$ cat config.mk
export PLATFORM = sky130hd
export DESIGN_NAME = key_debounce_multi
export DESIGN_NICKNAME = d
export VERILOG_FILES = /design/src/rtl/key_debounce_multi.sv
export SDC_FILE = /design/constraint.sdc
export NUM_CORES = 1
export LEC_CHECK = 0
export BUFFER_PORTS_ARGS = -buffer_cell sky130_fd_sc_hd__buf_2
export CAP_MARGIN = 20
export CORE_UTILIZATION = 55
export DETAILED_ROUTE_END_ITERATION = 7
export GPL_TIMING_DRIVEN = 0
export PLACE_DENSITY = 0.68
export SLEW_MARGIN = 25
export SYNTH_ARGS = -nofsm -noshare
export SYNTH_HDL_FRONTEND = slang
export SYNTH_SLANG_ARGS = --single-unit
$ cat constraint.sdc
create_clock -name clk -period 7 [get_ports clk]
set_input_delay 0.7 -clock clk [delete_from_list [all_inputs] [get_ports clk]]
set_output_delay 0.7 -clock clk [all_outputs]
set_load 0.01 [all_outputs]
$ cat src/rtl/key_debounce_multi.sv
// Multi-channel push-button conditioner: synchroniser, tick-based debounce and
// a per-channel hold FSM producing press/release/long/repeat single-cycle pulses.
module key_debounce_multi #(
    parameter int KEY_NUM      = 4,
    parameter bit ACTIVE_HIGH  = 1'b1,
    parameter int TICK_CYCLES  = 50000,
    parameter int DEB_TICKS    = 20,
    parameter int LONG_TICKS   = 1000,
    parameter int REPEAT_TICKS = 100
) (
    input  logic               clk,
    input  logic               rst_n,
    input  logic [KEY_NUM-1:0] key_in,
    output logic [KEY_NUM-1:0] key_state,
    output logic [KEY_NUM-1:0] key_press,
    output logic [KEY_NUM-1:0] key_release,
    output logic [KEY_NUM-1:0] key_long,
    output logic [KEY_NUM-1:0] key_repeat
);

    localparam int TW = $clog2(TICK_CYCLES);
    localparam int DW = $clog2(DEB_TICKS + 1);
    localparam int HW = $clog2(LONG_TICKS + 1);
    localparam int RW = (REPEAT_TICKS > 0) ? $clog2(REPEAT_TICKS + 1) : 1;
    localparam logic [KEY_NUM-1:0] IDLE_PIN = {KEY_NUM{~ACTIVE_HIGH}};

    typedef enum logic [1:0] {
        HS_IDLE   = 2'd0,
        HS_HOLD   = 2'd1,
        HS_REPEAT = 2'd2
    } hold_state_e;

    logic [KEY_NUM-1:0] sync1_q, sync2_q, lvl;
    logic [TW-1:0]      tick_cnt_q, tick_cnt_d;
    logic               tick;

    // Synchroniser resets to the idle pin level so reset release never looks like a press.
    always_ff @(posedge clk or negedge rst_n) begin
        if (!rst_n) begin
            sync1_q <= IDLE_PIN;
            sync2_q <= IDLE_PIN;
        end else begin
            sync1_q <= key_in;
            sync2_q <= sync1_q;
        end
    end

    assign lvl  = sync2_q ^ IDLE_PIN;
    assign tick = (tick_cnt_q == TW'(TICK_CYCLES - 1));

    always_comb begin
        tick_cnt_d = tick ? '0 : tick_cnt_q + TW'(1);
    end

    always_ff @(posedge clk or negedge rst_n) begin
        if (!rst_n) tick_cnt_q <= '0;
        else        tick_cnt_q <= tick_cnt_d;
    end

    for (genvar k = 0; k < KEY_NUM; k++) begin : g_ch
        logic [DW-1:0] deb_cnt_q, deb_cnt_d;
        logic          st_q, st_d;
        logic          press_ev, rel_ev;
        hold_state_e   hs_q, hs_d;
        logic [HW-1:0] hold_cnt_q, hold_cnt_d;
        logic [RW-1:0] rep_cnt_q, rep_cnt_d;
        logic          press_q, rel_q, long_q, long_d, rep_q, rep_d;

        always_comb begin
            deb_cnt_d = deb_cnt_q;
            st_d      = st_q;
            press_ev  = 1'b0;
            rel_ev    = 1'b0;
            if (lvl[k] == st_q) begin
                deb_cnt_d = '0;
            end else if (tick) begin
                if (deb_cnt_q == DW'(DEB_TICKS - 1)) begin
                    deb_cnt_d = '0;
                    st_d      = ~st_q;
                    press_ev  = ~st_q;
                    rel_ev    = st_q;
                end else begin
                    deb_cnt_d = deb_cnt_q + DW'(1);
                end
            end
        end

        // Release wins over any long/repeat pulse due on the same tick.
        always_comb begin
            hs_d       = hs_q;
            hold_cnt_d = hold_cnt_q;
            rep_cnt_d  = rep_cnt_q;
            long_d     = 1'b0;
            rep_d      = 1'b0;
            if (rel_ev) begin
                hs_d       = HS_IDLE;
                hold_cnt_d = '0;
                rep_cnt_d  = '0;
            end else begin
                case (hs_q)
                    HS_IDLE: begin
                        if (press_ev) begin
                            hs_d       = HS_HOLD;
                            hold_cnt_d = '0;
                        end
                    end
                    HS_HOLD: begin
                        if (tick && hold_cnt_q != HW'(LONG_TICKS)) begin
                            hold_cnt_d = hold_cnt_q + HW'(1);
                            if (hold_cnt_q == HW'(LONG_TICKS - 1)) begin
                                long_d = 1'b1;
                                if (REPEAT_TICKS > 0) begin
                                    hs_d      = HS_REPEAT;
                                    rep_cnt_d = '0;
                                end
                            end
                        end
                    end
                    HS_REPEAT: begin
                        if (tick) begin
                            if (rep_cnt_q == RW'(REPEAT_TICKS - 1)) begin
                                rep_d     = 1'b1;
                                rep_cnt_d = '0;
                            end else begin
                                rep_cnt_d = rep_cnt_q + RW'(1);
                            end
                        end
                    end
                    default: hs_d = HS_IDLE;
                endcase
            end
        end

        always_ff @(posedge clk or negedge rst_n) begin
            if (!rst_n) begin
                deb_cnt_q  <= '0;
                st_q       <= 1'b0;
                hs_q       <= HS_IDLE;
                hold_cnt_q <= '0;
                rep_cnt_q  <= '0;
                press_q    <= 1'b0;
                rel_q      <= 1'b0;
                long_q     <= 1'b0;
                rep_q      <= 1'b0;
            end else begin
                deb_cnt_q  <= deb_cnt_d;
                st_q       <= st_d;
                hs_q       <= hs_d;
                hold_cnt_q <= hold_cnt_d;
                rep_cnt_q  <= rep_cnt_d;
                press_q    <= press_ev;
                rel_q      <= rel_ev;
                long_q     <= long_d;
                rep_q      <= rep_d;
            end
        end

        assign key_state[k]   = st_q;
        assign key_press[k]   = press_q;
        assign key_release[k] = rel_q;
        assign key_long[k]    = long_q;
        assign key_repeat[k]  = rep_q;
    end

endmodule

# After elaboration in Yosys (flattened, before gate mapping)
# Cells that the tools add are included.
# classes
addsub	13
n_eq_ne	49
muxes	129
bitwise	8
reduce_logical	36
# ops
op	count
two-way mux 7 bit	20
two-way mux 10 bit	12
case mux 10 bit (2 select lines)	4
two-way mux 5 bit	12
two-way mux 1 bit	56
case mux 7 bit (2 select lines)	4
!= test 3 bit (second input constant)	16
adder 10 x 1 -> 10 bit (second input constant)	4
== test 10 bit (second input constant)	4
!= test 10 bit (second input constant)	4
two-way mux 2 bit	16
AND reduction 4 bit	8
adder 7 x 1 -> 7 bit (second input constant)	4
== test 7 bit (second input constant)	4
case mux 2 bit (3 select lines)	4
AND reduction 3 bit	8
nonzero test 3 bit	8
adder 5 x 1 -> 5 bit (second input constant)	4
== test 5 bit (second input constant)	4
adder 16 x 1 -> 16 bit (second input constant)	1
== test 16 bit (second input constant)	1
two-way mux 16 bit	1
== test 2 x 1 -> 1 bit (second input constant)	4
== test 2 bit (second input constant)	4
6 further kinds	28
# totals
ff_bits	140
in_bits	6
elab_cells	274

# Logic depth before layout (Yosys ltp)
# depth
ltp_word	7
mapped_depth	10
depth_no_buf	7

# Worst setup path after synthesis
# Ideal clock, no wire load.
# synth_timing
kind	flip-flop to flip-flop
from	register g_ch[1].deb_cnt_q[0]
to	register g_ch[1].hold_cnt_q[7]
arrival_time_ps	2224
required_time_ps	6913
slack_ps	4689
path_stages_with_launch	10
path_cell_list	dfrtp_1 ha_1 nor4bb_1 clkbuf_2 and3b_1 buf_2 or4_1 clkbuf_2 or3_1 o211ai_1
# synth_via
elab_chain_len	6
word_cells_on_any_way	12
classes_between	eq/ne: 3; mux: 7; reduce/logical: 2
# synth_rtl
item	line_no	rtl
start: declaration	61	logic [DW-1:0] deb_cnt_q, deb_cnt_d;
start signal: assignment	146	deb_cnt_q <= deb_cnt_d;
== test 5 bit (*)	77	if (deb_cnt_q == DW'(DEB_TICKS - 1)) begin
two-way mux 1 bit	77	
two-way mux 1 bit	76	end else if (tick) begin
two-way mux 1 bit	74	if (lvl[k] == st_q) begin
!= test 3 bit (no source line) / nonzero test 3 bit (equally long branches)	-	
AND reduction 3 bit (no source line)	-	
end signal: assignment	149	hold_cnt_q <= hold_cnt_d;
end: declaration	65	logic [HW-1:0] hold_cnt_q, hold_cnt_d;
# Every way passes the cells marked *; elsewhere a longest branch is shown, timed or not.
# A chain may end at the register's enable or synchronous reset.

# Worst setup path in the final report
# layout_timing
from	register tick_cnt_q[0]
to	register g_ch[0].deb_cnt_q[0]
# layout_via
elab_chain_len	2
# layout_rtl
item	line_no	rtl
start: declaration	34	logic [TW-1:0] tick_cnt_q, tick_cnt_d;
start signal: assignment	57	else tick_cnt_q <= tick_cnt_d;
== test 16 bit	49	assign tick = (tick_cnt_q == TW'(TICK_CYCLES - 1));
nonzero test 2 bit (no source line)	-	
end signal: assignment	146	
end: declaration	61	
# Every way passes these cells.

==> metrics.csv <==
stage;metric;value;unit
clock_tree;Post-CTS Hold Fix Bufs;0;
setup_path;biggest fanout along the worst timing path;10;
clock_tree;maximum root-to-sink buffer count;2;
yosys;share of the yosys chip area belonging to registers;46.0;%
setup_path;WP data arrival;3.16;ns
yosys;post-synthesis sequential element count;140;
layout;diode count;0;
placement;post-detailed-placement half-perimeter wirelength;11200;um
setup_path;series of cell instances along the critical path;ha_1 -> and3_1 -> buf_2 -> nand4_4 -> buf_6 -> clkbuf_1 -> clkbuf_1 -> nor3_1 -> a21oi_1 -> nor2_1;
clock_tree;root buffer selected by CTS;clkbuf_16;
sta;final-report max-slew violation count;0;
clock_tree;Worst-Skew Late Latency;0.43;ns
setup_path;top cell family by delay on the critical path;buffers and inverters;
sta;transition time of the tightest slew-check pin;0.925;ns
die;Std-Cell Rows;42;
yosys;EDFF count, synth;0;
clock_tree;clock slew at reported path FFs;0.06;ns
layout;commonest non-fill, non-tap cell in the layout;dfrtp_1;
setup_path;cell with the biggest individual delay on the critical path;clkbuf_1;
routing;initial DRC count;433;
yosys;number of nets produced by synthesis;824;
setup_path;Critical Setup Path Class;flip-flop to flip-flop;
setup_path;endpoint kind of the worst setup timing path;flip-flop;
die;full die area;0.0143;mm^2
grt;maximum number of pins on one net before global-route repair;73;
job;max_cap viols;0;
setup_path;Levels on crit path;10;
power_and_ir_drop;leakage dissipation;3.98;nW
grt;global-route wire length before repair;28000;um
placement;count of buffers inserted at the top-level ports;25;
yosys;warning count from the yosys run;0;
routing;Detail Route Antenna Nets;0;
setup_path;kind of start point of the critical path;flip-flop;
layout;commonest cells after routing, fill and taps aside;dfrtp_1, nand2_1, o21ai_0;
die;I/O pin count;26;
clock_tree;Inserted Clock Buffers;17;
power_and_ir_drop;maximum ir drop on the vdd rail;191;uV
yosys;count of cell types in the netlist;70;
die;Die X;120;um
power_and_ir_drop;post-layout power;1.84;mW
routing;total DRC errors in the routed layout;0;
clock_tree;setup fix buffers added after clock tree synthesis;0;
layout;area growth from synthesis to final layout;13.7;%
yosys;prevailing post-synth register cell;dfrtp_1;
routing;Routed WL;16900;um
grt;initial antenna violation count;0;
layout;number of nets at the end of the flow;869;
die;chip height;120;um
yosys;async set-reset flop share out of synthesis;100;%
setup_path;highest cell delay on the worst timing path;0.61;ns
yosys;count of mapped cells out of synthesis;801;
grt;aggregate global routing overflow;0;
layout;fill cell count;1054;
yosys;post-synthesis average cell area;9.50;um^2
outcome;run status;complete, no violations;
setup_path;Buffers & Inverters on Critical Path;4;
placement;routability congestion estimate;0.816;
clock_tree;CTS tree;built;
die;starting density of the core;57.0;%
hold_path;class of the tightest hold or removal check;input pin to async pin;
clock_tree;htree depth;4;
grt;Total GRT Usage;24.8;%
sta;Worst Clk Skew;0.00862;ns
routing;first drt pass iteration count;5;
layout;proportion of layout cells with a drive suffix above 1;13.8;%
yosys;netlist area before placement;0.00761;mm^2
sta;max_slew headroom;37.8;%
setup_path;Critical Path Most Common Cell;clkbuf_1;
setup_path;Worst R2R Path Depth;10;
sta;highest attainable clock frequency;350;MHz
routing;routed length per placed instance;16.3;um
grt;vias in the first global route;5826;
sta;unrepaired setup endpoints after global routing;no;
sta;post-route fraction of the period consumed by the critical path;40.9;%
routing;overall via count from detail_route;6173;
routing;number of vias per cell;5.97;
clock_tree;Resized cells post-CTS;0;
power_and_ir_drop;Pwr Density;213;mW/mm^2
sta;Hold Violations, Final;0;
setup_path;required time of the critical path;7.30;ns
sta;time the worst path needs with I/O delays and setup;2.86;ns
die;area of the core region;0.0133;mm^2
sta;setup TNS;0;ns
sta;Final Setup Violations;0;
clock_tree;Clock Sink Count;140;
-- cells by family after synthesis --
kind of cell | synth area share (%)
muxes | 0.839
DFF | 46.0
xor gates and xnor gates | 2.42
buffers and inverters | 4.98
AOI/OAI and AO/OA | 15.1
and+or+nand+nor | 27.8
adders and majority gates | 2.80
-- path summary, 6_finish.rpt --
path	from	to	slack, ns
setup / recovery	tick_cnt_q[0]	g_ch[0].deb_cnt_q[0]	4.14
setup reg to reg	tick_cnt_q[0]	g_ch[0].deb_cnt_q[0]	4.14
hold reg to reg	sync1_q[3]	lvl[3]	0.35
hold / removal	rst_n	g_ch[0].hold_cnt_q[7]	0.22
min in group clk	sync1_q[3]	lvl[3]	0.35
max in group asynchronous	rst_n	g_ch[3].rep_cnt_q[6]	6.06
-- layout make-up --
cell class | instances | area (um^2) | area share, %
clock buffer | 20 | 467 | 5.40
inverter | 33 | 124 | 1.43
sequential | 140 | 3500 | 40.5
multi-input combinational | 586 | 3730 | 43.1
buffer | 42 | 255 | 2.95
tap | 176 | 220 | 2.55
timing repair buffer | 26 | 163 | 1.88
clock inverter | 11 | 190 | 2.20
-- sequential cells by signal (all words and copies together) (netlist names) --
| signal | flops |
|---|---|
| g_ch.long_q | 4 |
| g_ch.rel_q | 4 |
| g_ch.hold_cnt_q | 40 |
| g_ch.press_q | 4 |
| lvl | 4 |
| g_ch.rep_cnt_q | 28 |
| g_ch.rep_q | 4 |
| g_ch.deb_cnt_q | 20 |
| sync1_q | 4 |
| tick_cnt_q | 16 |
| g_ch.hs_q | 8 |
| g_ch.st_q | 4 |
-- cells in the mapped netlist (all sizes together) (8+ instances only) --
cell type  instances  area (um^2)
a211o              8         70.1
a21oi             36          180
a22oi              8         60.1
and2              13         81.3
and3              28          175
and4b              8         80.1
buf               31          211
clkbuf            11         43.8
dfrtp            140         3500
ha                17          213
inv               33          124
nand2             82          308
nand2b            15         93.8
nand3             39          195
nand4             15          109
nor2              47          176
nor2b             16          100
nor3              23          115
nor4              11         68.8
o21ai             51          255
o31ai             14          105
or2               11         68.8
or3               18          113
or4                9         75.1
xor2              14          123
-- stage by stage --
stage	setup WS [ns]	hold WS, ns	utilization [%]	std cells	area [um^2]
after floorplan	4.69	0.331	-	801	7610
after global placement	3.29	0.333	59.6	1002	7950
after detailed placement	4.16	0.336	59.9	1003	7990
after CTS	4.14	0.229	64.8	1034	8650
after global routing	3.98	0.257	64.8	1034	8650
final	4.14	0.216	64.8	1034	8650
-- metal layers --
layer	track usage (%)	part of all wire, %	vias up
li1	-	-	2990
met1	33.3	47	3041
met2	39.6	48	115
met3	4.99	3.1	27
met4	9.84	1.6	0
met5	0	0	-
-- where the power goes --
group	switching (mW)	internal, mW
sequential	0.00185	0.812
clock	0.344	0.657
combinational	0.0180	0.00463
total	0.364	1.47
No activity file was read; power rests on OpenSTA's default activity.
